==> src/rtl/fifo_arb_pkg.sv <==
// Shared types and the rotate-priority search used by the FIFO write-port arbiter.
package fifo_arb_pkg;

  localparam int MAX_REQ = 16;
  localparam int IDX_W   = 4;

  typedef enum logic {ARB_IDLE, ARB_OWN} arb_state_e;

  typedef struct packed {
    logic             found;
    logic [IDX_W-1:0] idx;
  } rr_pick_t;

  // First set bit of req_vec scanning ptr, ptr+1, ... modulo n.
  function automatic rr_pick_t rr_pick(input logic [MAX_REQ-1:0] req_vec,
                                       input logic [IDX_W-1:0]   ptr,
                                       input int unsigned        n);
    rr_pick_t         p;
    logic [IDX_W-1:0] j;
    p = '0;
    for (int unsigned k = 0; k < MAX_REQ; k++) begin
      j = IDX_W'((32'(ptr) + k) % n);
      if (k < n && !p.found && req_vec[j]) begin
        p.found = 1'b1;
        p.idx   = j;
      end
    end
    return p;
  endfunction

endpackage

==> src/rtl/fifo_wr_arb_sel.sv <==
// Rotate-priority encoder: lowest-offset set request starting at ptr.
// Purely combinational, no latency, no backpressure.
module rr_prio_sel
  import fifo_arb_pkg::*;
#(
  parameter  int NUM_REQ = 4,
  localparam int IW      = $clog2(NUM_REQ)
) (
  input  logic [NUM_REQ-1:0] req_vec,
  input  logic [IW-1:0]      ptr,
  output logic [NUM_REQ-1:0] onehot,
  output logic [IW-1:0]      idx,
  output logic               found
);

  rr_pick_t pick;

  always_comb pick = rr_pick(MAX_REQ'(req_vec), IDX_W'(ptr), NUM_REQ);

  assign found  = pick.found;
  assign idx    = pick.idx[IW-1:0];
  assign onehot = found ? (NUM_REQ'(1) << idx) : '0;

endmodule

==> src/rtl/fifo_wr_arb.sv <==
// Round-robin burst-locking arbiter sharing one async-FIFO write port; 1 cycle gnt->winc.
// winc is gated combinationally by wfull; while the output word is held no new grant is issued.
module fifo_wr_arb
  import fifo_arb_pkg::*;
#(
  parameter  int DATA_WIDTH = 8,
  parameter  int NUM_REQ    = 4,
  parameter  int MAX_BURST  = 4,
  localparam int IW         = $clog2(NUM_REQ),
  localparam int BW         = $clog2(MAX_BURST + 1)
) (
  input  logic                          wclk,
  input  logic                          wrst,
  input  logic [NUM_REQ-1:0]            req,
  input  logic [NUM_REQ*DATA_WIDTH-1:0] req_data,
  input  logic [NUM_REQ-1:0]            req_en,
  output logic [NUM_REQ-1:0]            gnt,
  output logic [IW-1:0]                 owner,
  output logic                          busy,
  input  logic                          wfull,
  output logic                          winc,
  output logic [DATA_WIDTH-1:0]         wdata
);

  localparam logic [IW-1:0] LAST_IDX  = IW'(NUM_REQ - 1);
  localparam logic [BW-1:0] BURST_CAP = BW'(MAX_BURST);

  arb_state_e            state_q, state_d;
  logic [IW-1:0]         rr_ptr_q, rr_ptr_d;
  logic [IW-1:0]         owner_q, owner_d;
  logic [BW-1:0]         beat_q, beat_d;
  logic                  out_vld_q;
  logic [DATA_WIDTH-1:0] out_data_q;

  logic [NUM_REQ-1:0]    elig;
  logic [NUM_REQ-1:0]    sel_oh;
  logic [IW-1:0]         sel_idx;
  logic                  sel_found;
  logic                  can_accept;
  logic                  accept;
  logic [IW-1:0]         acc_idx;
  logic [DATA_WIDTH-1:0] acc_data;

  function automatic logic [IW-1:0] next_idx(input logic [IW-1:0] i);
    return (i == LAST_IDX) ? '0 : i + 1'b1;
  endfunction

  assign elig       = req & req_en;
  assign winc       = out_vld_q & ~wfull;
  assign can_accept = ~out_vld_q | winc;
  assign acc_data   = req_data[acc_idx*DATA_WIDTH +: DATA_WIDTH];

  rr_prio_sel #(.NUM_REQ(NUM_REQ)) u_sel (
    .req_vec (elig),
    .ptr     (rr_ptr_q),
    .onehot  (sel_oh),
    .idx     (sel_idx),
    .found   (sel_found)
  );

  always_comb begin
    state_d  = state_q;
    rr_ptr_d = rr_ptr_q;
    owner_d  = owner_q;
    beat_d   = beat_q;
    gnt      = '0;
    accept   = 1'b0;
    acc_idx  = owner_q;
    case (state_q)
      ARB_IDLE: begin
        if (can_accept && sel_found && !wrst) begin
          accept  = 1'b1;
          gnt     = sel_oh;
          acc_idx = sel_idx;
          owner_d = sel_idx;
          if (MAX_BURST > 1) begin
            state_d = ARB_OWN;
            beat_d  = BW'(1);
          end else begin
            rr_ptr_d = next_idx(sel_idx);
            beat_d   = '0;
          end
        end
      end
      ARB_OWN: begin
        // Lock drops when the owner goes away or has used its full burst; no grant that cycle.
        if (!elig[owner_q] || beat_q == BURST_CAP) begin
          state_d  = ARB_IDLE;
          rr_ptr_d = next_idx(owner_q);
          beat_d   = '0;
        end else if (can_accept && !wrst) begin
          accept       = 1'b1;
          gnt[owner_q] = 1'b1;
          beat_d       = beat_q + 1'b1;
        end
      end
      default: state_d = ARB_IDLE;
    endcase
  end

  always_ff @(posedge wclk or posedge wrst) begin
    if (wrst) begin
      state_q  <= ARB_IDLE;
      rr_ptr_q <= '0;
      owner_q  <= '0;
      beat_q   <= '0;
    end else begin
      state_q  <= state_d;
      rr_ptr_q <= rr_ptr_d;
      owner_q  <= owner_d;
      beat_q   <= beat_d;
    end
  end

  always_ff @(posedge wclk or posedge wrst) begin
    if (wrst) begin
      out_vld_q  <= 1'b0;
      out_data_q <= '0;
    end else if (accept) begin
      out_vld_q  <= 1'b1;
      out_data_q <= acc_data;
    end else begin
      out_vld_q  <= out_vld_q & ~winc;
    end
  end

  assign busy  = (state_q == ARB_OWN);
  assign owner = owner_q;
  assign wdata = out_data_q;

endmodule
==> config.mk <==
export PLATFORM = sky130hd
export DESIGN_NAME = fifo_wr_arb
export DESIGN_NICKNAME = d
export VERILOG_FILES = /design/src/rtl/fifo_arb_pkg.sv /design/src/rtl/fifo_wr_arb_sel.sv /design/src/rtl/fifo_wr_arb.sv
export SDC_FILE = /design/constraint.sdc
export NUM_CORES = 1
export LEC_CHECK = 0
export ABC_CLOCK_PERIOD_IN_PS = 5900
export CAP_MARGIN = 20
export CORE_UTILIZATION = 45
export CTS_BUF_LIST = sky130_fd_sc_hd__clkbuf_8 sky130_fd_sc_hd__clkbuf_16
export CTS_CLUSTER_DIAMETER = 40
export DETAILED_ROUTE_END_ITERATION = 10
export GPL_ROUTABILITY_DRIVEN = 0
export GPL_TIMING_DRIVEN = 0
export PLACE_DENSITY = 0.9
export REMOVE_ABC_BUFFERS = 1
export SLEW_MARGIN = 0
export SYNTH_ARGS = -nofsm -noshare
export SYNTH_HDL_FRONTEND = slang
export SYNTH_SLANG_ARGS = --single-unit
==> constraint.sdc <==
create_clock -name wclk -period 5.9 [get_ports wclk]
set_input_delay 1.18 -clock wclk [delete_from_list [all_inputs] [get_ports wclk]]
set_output_delay 1.18 -clock wclk [all_outputs]
set_load 0.01 [all_outputs]
Word level (Yosys, flattened, before mapping)
Cells that the tools add are included.
{"block": "totals", "reg_bits": 17, "inputBits": 43, "output_inout_bits": 16, "elab_cells": 84}
{"block": "classes", "add_sub_neg": 5, "n_lt_le_gt_ge": 6, "n_eq_ne": 5, "shift": 2, "mux": 37, "n_bitwise": 8, "n_reduce_logical": 15}
{"cell": "$shiftx 32x6->8", "n": 1}
{"cell": "$lt 2x5->1 const B", "n": 4}
{"cell": "$mux 5", "n": 4}
{"cell": "$mux 4", "n": 4}
{"cell": "$mux 1", "n": 11}
{"cell": "$bmux 1 s2", "n": 5}
{"cell": "$mux 2", "n": 5}
{"cell": "$mux 3", "n": 3}
{"cell": "$pmux 4 s2", "n": 1}
{"cell": "$logic_and 1x1->1", "n": 7}
{"cell": "$pmux 3 s2", "n": 1}
{"cell": "$logic_not 1->1", "n": 5}
{"cell": "$add 2x1->2 const B", "n": 2}
{"cell": "$add 2x2->2 const B", "n": 2}
{"cell": "$and 4x4->4", "n": 1}
{"cell": "$not 1->1", "n": 4}
{"cell": "$pmux 1 s2", "n": 2}
{"cell": "$reduce_and 2->1", "n": 2}
{"cell": "$shl 1x2->4 const A", "n": 1}
{"cell": "$add 3x1->3 const B", "n": 1}
{"cell": "$eq 3x3->1 const B", "n": 1}
{"cell": "$lt 2x3->1 const B", "n": 1}
{"cell": "$ne 3x1->1 const B", "n": 1}
{"cell": "$and 1x1->1", "n": 2}
{"cell": "other kinds (7)", "n": 7}

Longest topological paths before layout
Gate-level depths: netlist of run 1.
{"block": "depth", "ltp_word": 18, "mapped_depth": 8, "mapped_depth_nobuf": 8}

Modules after synthesis
Synthesis of run 1 repeated with hierarchy kept, for this count alone.
{"block": "unflattened", "hier_cells": 160, "hier_area_um2": 1382.6}
{"mod": "fifo_wr_arb", "n_inst": 1, "cells_each": 127, "area_each_um2": 1171.1, "seq_area_each_um2": 425.4}
{"mod": "rr_prio_sel", "n_inst": 1, "cells_each": 33, "area_each_um2": 211.5, "seq_area_each_um2": 0.0}

Worst setup path after synthesis of run 1
Ideal clock, no wire load.
{"block": "synth_timing", "path_type": "input-to-output", "from": "input wfull", "to": "output gnt[0]", "t_arrival_ns": 2.286, "t_required_ns": 4.720, "setup_slack_ns": 2.434, "path_stages": 5, "path_buffers": 0, "cell_sequence": "a21o_1 > a311oi_4 > and2_2 > inv_1 > o21ai_0"}
{"block": "synth_between", "elab_chain_len": 7, "word_cells_on_any_way": 10, "cone_classes": "mux: 4; bitwise: 3; reduce/logical: 3"}
{"item": "from (decl)", "line": "fifo_wr_arb.sv:20", "text": "input logic wfull,"}
{"item": "$not 1->1 *", "line": "fifo_wr_arb.sv:49", "text": "assign winc = out_vld_q & ~wfull;"}
{"item": "$and 1x1->1 *", "line": "fifo_wr_arb.sv:49"}
{"item": "$or 1x1->1 *", "line": "fifo_wr_arb.sv:50", "text": "assign can_accept = ~out_vld_q | winc;"}
{"item": "$logic_and 1x1->1 (on tied branches)", "line": "fifo_wr_arb.sv:91, fifo_wr_arb.sv:71"}
{"item": "$mux 4 or $logic_and 1x1->1 (tied branches)", "line": "fifo_wr_arb.sv:91, fifo_wr_arb.sv:71"}
{"item": "$mux 4 (on tied branches)", "line": "fifo_wr_arb.sv:87, fifo_wr_arb.sv:71"}
{"item": "$pmux 4 s2 *", "line": "fifo_wr_arb.sv:69", "text": "case (state_q)"}
{"item": "to (decl)", "line": "fifo_wr_arb.sv:17", "text": "output logic [NUM_REQ-1:0] gnt,"}
Mark *: on every way between the ends. The rest lies on a longest branch, timed or not.

Worst setup path after layout of run 1
Same ends and word-level chain as after synthesis.

==> results of run 1 <==
layout make-up:
cell class / count / area [um2]
multi-input cells: 102 / 817
fillers: 210 / 810
repair buffers: 58 / 581
flip-flops and latches: 17 / 425
clock buffers: 3 / 41.3
inverters: 11 / 41.3
well taps: 31 / 38.8
clock inverters: 1 / 3.75
layout by cell type, fill, tap and decap left out, drive strengths merged, types with 5 or more instances in the layout:
| cell type | count |
|---|---|
| nor2 | 14 |
| clkdlybuf4s50 | 58 |
| and2 | 5 |
| dfrtp | 17 |
| a21oi | 7 |
| inv | 12 |
| nand2 | 16 |
| ha | 6 |
| o21ai | 5 |
| a221oi | 7 |
| mux2i | 14 |
state kept, by name, summed over array words and instances (netlist names):
| signal | flops |
|---|---|
| rr_ptr_q | 2 |
| wdata | 8 |
| busy | 1 |
| owner | 2 |
| out_vld_q | 1 |
| beat_q | 3 |
power breakdown:
part	internal, uW	leakage, uW	switching (uW)
combinational	221	0.000590	215
clock	46.2	0.0000269	40.1
sequential	167	0.000201	48.8
total	434	0.000817	304
metrics by stage:
stage,total power (uW),utilization,setup WS (ps)
after global routing,793,0.706,1210
final,739,0.706,1320
after floorplan,480,-,2430
after CTS,743,0.706,1340
after detailed placement,653,0.690,1370
after global placement,631,0.690,1430
routing by layer:
layer / part of all wire / up-vias / routed length, um / global-route usage
li1: - / 607 / - / -
met1: 0.38 / 598 / 1270 / 0.247
met2: 0.52 / 65 / 1750 / 0.454
met3: 0.085 / 12 / 287 / 0.0698
met4: 0.024 / 0 / 80 / 0.0941
met5: 0 / - / 0 / 0
path summary, 6_finish.rpt:
path | slack, ps | end | cells after the start
setup / recovery | 1320 | gnt[0] | 7
hold / removal | 530 | out_vld_q | 2
setup reg to reg | 3710 | wdata[5] | 6
hold reg to reg | 530 | out_vld_q | 2
max in group asynchronous | 4130 | owner[0] | 2
min in group asynchronous | 1360 | out_vld_q | 2
worst max-delay path, stage by stage:
cell	delay, ps
clkdlybuf4s50_1	460
a21o_1	260
a311oi_4	450
and2_2	240
inv_1	40
o21ai_0	180
clkdlybuf4s50_1	580
kinds of logic after synthesis:
logic type / after synthesis / share of synthesized area
AOI/OAI and AO/OA: 38 / 0.274
and+or+nand+nor: 42 / 0.160
muxes: 16 / 0.133
DFF: 17 / 0.325
buffers and inverters: 14 / 0.0516
adders and majority gates: 6 / 0.0573
==> results.json, run 1 <==
{
  "status": "complete, no violations",
  "arrival_ps": 3400,
  "drive_above_1_share": 0.146,
  "dr_total_vias": 1282,
  "synthTopCellsByArea": "dfrtp_1 32%, mux2i_1 11%, a221oi_2 8.0%",
  "wl_per_cell_um": 15.2,
  "cts_buffer_depth": 2,
  "ys_ff_latch": 17,
  "design.die.area_um2": 3130,
  "synth-edff-count": 0,
  "synth_cell_type_count": 39,
  "synth_common_cells": "17 x dfrtp_1, 15 x nand2_1, 14 x mux2i_1",
  "core_um2": 2760,
  "syn_to_final_growth_pct": 48.7,
  "ys.flop_type": "dfrtp_1",
  "holdCritPathClass": "register to register",
  "slew_headroom": 0.580,
  "yosysMostFrequentCell": "dfrtp_1",
  "clk_latency_ps": 250,
  "crit_path_start": "wfull",
  "rows": 19,
  "setup_tns_ps": 0,
  "dr.pass1.iters": 4,
  "syn_area_um2": 1310,
  "synth_top_area_frac": 0.325,
  "tightest_slew_ps": 629,
  "dp_hpwl_mm": 2.76,
  "ys_warn_count": 0,
  "diodes": 0,
  "path_clk_slew_ps": 70,
  "ios": 59,
  "start_util": 0.475,
  "synth_top_area_cell": "dfrtp_1",
  "drv_slew": 0,
  "grt_max_degree": 18,
  "min_period_over_period": 0.776,
  "wl_mm": 3.38,
  "critPathCaptureType": "output port",
  "synthArstFlopShare": 1.00,
  "drv_cap": 0,
  "cts_setup_buffers": 0,
  "placed_cell_area_um2": 1900,
  "r2r-start": "owner[0]",
  "cp-start-kind": "input pin",
  "drcViolationCount": 0,
  "power_leakage_uw": 0.000817,
  "drt_iter0_markers": 30,
  "root_buffer": "clkbuf_8",
  "setup_viol": 0,
  "syn-instance-count": 133,
  "nets": 242,
  "cts_sinks": 17,
  "grt_antenna_before_repair": 0,
  "die_w_um": 56.0,
  "via_per_inst": 5.75,
  "p_per_area_nw_per_um2": 379,
  "layout.cells.non_filler": 223,
  "grt_overflow": 0,
  "max-vdd-ir-drop_uv": 284,
  "criticalPathCategory": "input pin to output port",
  "io_buffers": 58,
  "grt_pass1_wl_mm": 5.92,
  "grt_pass1_vias": 1389,
  "finalHoldViolCount": 0,
  "cts_resized": 0,
  "hold_buffers": 0,
  "avgSynthCellArea_um2": 9.85,
  "yosysSeqAreaShare": 0.325,
  "cts_tree": "built",
  "period_needed_ps": 4580,
  "chipHeight_um": 56.0,
  "rsz0062_at_grt": "no",
  "numCtsBuffers": 3,
  "ant_nets": 0,
  "htreeDepth": 1,
  "dp.cells": 219,
  "design_area_um2": 1950,
  "worstPathRequired_ps": 4720,
  "whs_ps": 526,
  "critPathMaxFanout": 7,
  "grt_usage": 0.240,
  "finClkSkew_ps": 4.28,
  "worstHoldStart": "out_vld_q",
  "max_freq_mhz": 218
}
(Power assumes the default switching activity.)
==> inputs of run 2 (changes only) <==
--- a/config.mk
+++ b/config.mk
@@ -5,15 +5,15 @@
 export SDC_FILE = /design/constraint.sdc
 export NUM_CORES = 1
 export LEC_CHECK = 0
-export ABC_CLOCK_PERIOD_IN_PS = 5900
+export ABC_CLOCK_PERIOD_IN_PS = 4050
 export CAP_MARGIN = 20
-export CORE_UTILIZATION = 45
+export CORE_UTILIZATION = 38
 export CTS_BUF_LIST = sky130_fd_sc_hd__clkbuf_8 sky130_fd_sc_hd__clkbuf_16
 export CTS_CLUSTER_DIAMETER = 40
 export DETAILED_ROUTE_END_ITERATION = 10
 export GPL_ROUTABILITY_DRIVEN = 0
 export GPL_TIMING_DRIVEN = 0
-export PLACE_DENSITY = 0.9
+export PLACE_DENSITY = 0.81
 export REMOVE_ABC_BUFFERS = 1
 export SLEW_MARGIN = 0
 export SYNTH_ARGS = -nofsm -noshare
==> constraint.sdc (replaced) <==
create_clock -name wclk -period 4.05 [get_ports wclk]
set_input_delay 0.81 -clock wclk [delete_from_list [all_inputs] [get_ports wclk]]
set_output_delay 0.81 -clock wclk [all_outputs]
set_load 0.01 [all_outputs]
==> results.json, run 2 (synthesized netlist as in run 1, its figures left out) <==
{
  "cpMaxStageDelayCell": "clkdlybuf4s50_1",
  "cts_setup_buffers": 0,
  "grt_antenna_before_repair": 0,
  "worstPathRequired_ps": 3240,
  "cts_resized": 0,
  "crit_chain": "clkdlybuf4s50_1, a21o_1, a311oi_4, and2_2, inv_1, o21ai_0, clkdlybuf4s50_1",
  "dr.pass1.iters": 4,
  "grt_max_degree": 18,
  "path_delay_family": "buffers and inverters",
  "path_clk_slew_ps": 60,
  "rsz0062_at_grt": "no",
  "period_needed_ps": 3850,
  "setup_tns_ps": 0,
  "core_um2": 3150,
  "status": "complete, no violations",
  "chipHeight_um": 60.7,
  "final-seq-area_um2": 425,
  "setup_viol": 0,
  "drv_slew": 0,
  "nets": 242,
  "rows": 20,
  "finClkSkew_ps": 2.68,
  "p_per_area_nw_per_um2": 550,
  "ant_nets": 0,
  "drive_above_1_share": 0.151,
  "tightest_slew_ps": 644,
  "cts_buffer_depth": 2,
  "htreeDepth": 1,
  "rrSetupSlack_ps": 1840,
  "crit_cells": 7,
  "numCtsBuffers": 3,
  "holdCritPathClass": "register to register",
  "final_core_util": 0.623,
  "diodes": 0,
  "grt_pass1_wl_mm": 5.57,
  "drcViolationCount": 0,
  "fillers": 279,
  "die_w_um": 60.7,
  "rr_worst_depth": 6,
  "multi_input_area_um2": 817,
  "drt_iter0_markers": 33,
  "criticalPathCategory": "input pin to output port",
  "via_per_inst": 5.38,
  "dp_hpwl_mm": 2.89,
  "design.die.area_um2": 3690,
  "cts_tree": "built",
  "critPathMaxFanout": 7,
  "wl_per_cell_um": 14.8,
  "cpMostUsedCell": "clkdlybuf4s50_1",
  "hold_buffers": 0,
  "ios": 59,
  "power_leakage_uw": 0.000816,
  "crit_path_start": "wfull",
  "min_period_over_period": 0.950,
  "finalHoldViolCount": 0,
  "root_buffer": "clkbuf_8",
  "final_common_cell": "clkdlybuf4s50_1",
  "arrival_ps": 3040,
  "wl_mm": 3.49,
  "clk_latency_ps": 250,
  "start_util": 0.415,
  "grt_usage": 0.212,
  "slew_headroom": 0.571,
  "layout_common_cells": "58 x clkdlybuf4s50_1, 17 x dfrtp_1, 15 x nand2_1",
  "dr_total_vias": 1270,
  "critPathBufInv": 3,
  "reg2reg_to": "wdata[6]",
  "grt_pass1_vias": 1311,
  "syn_to_final_growth_pct": 50.0,
  "critPathCaptureType": "output port",
  "r2r-start": "owner[0]",
  "io_buffers": 58,
  "cp-endpoint": "gnt[0]",
  "largest_reg_flops": 8,
  "grt_overflow": 0,
  "max-vdd-ir-drop_uv": 259,
  "max_freq_mhz": 260,
  "cp-start-kind": "input pin",
  "max_stage_delay_ps": 570,
  "drv_cap": 0,
  "cts_sinks": 17
}
==> run 2: cell count changes in the layout (fill, tap and decap cells not counted), sizes merged <==
cell / change
clkinv: +1
inv: -1
==> run 2: cell type report <==
class,count,area share
Inverter,11,0.0210
Timing Repair Buffer,58,0.295
Tap cell,44,0.0280
Sequential cell,17,0.216
Clock inverter,1,0.00255
Multi-Input combinational cell,102,0.416
Clock buffer,3,0.0210
==> run 2: how the worst min path moves through the flow <==
stage | start | end | slack [ps] | cells after the start
finish | out_vld_q | out_vld_q | 520 | 2
global route | out_vld_q | out_vld_q | 590 | 2
CTS | out_vld_q | out_vld_q | 520 | 2
detailed placement | out_vld_q | out_vld_q | 510 | 2
global placement | out_vld_q | out_vld_q | 500 | 2
floorplan | out_vld_q | out_vld_q | 470 | 2
==> run 2: stage by stage <==
stage               hold WS [ps]  cells  cell area (um2)  setup WS, ps  power, uW
CTS                          525    236             1970           209       1090
detailed placement           510    232             1920           241        958
global route                 592    236             1970          30.9       1160
finish                       517    236             1970           201       1080
global placement             497    232             1920           312        926
floorplan                    472    130             1280          1320        700
==> run 2: where the power goes <==
group          leakage (uW)  internal [uW]  switching [uW]  total (uW)
logic              0.000590            322             318         639
registers          0.000201            243            72.8         316
clock network     0.0000255           68.2            57.9         126
total              0.000816            633             448        1080
==> run 2: worst reg2reg max path: stages, from the launching register on <==
cell and delay, ps:
dfrtp_1 460, inv_1 160, mux4_2 600, nor2_4 190, nor2_1 120, nor2_2 400, a221oi_2 130
==> run 2: per-layer routing <==
metal	part of all wire	track usage	routed length (um)	vias up
met5	0	0	0	-
met4	0.016	0.0844	57	0
met3	0.086	0.0618	299	7
met2	0.52	0.396	1820	62
met1	0.37	0.223	1310	596
li1	-	-	-	605
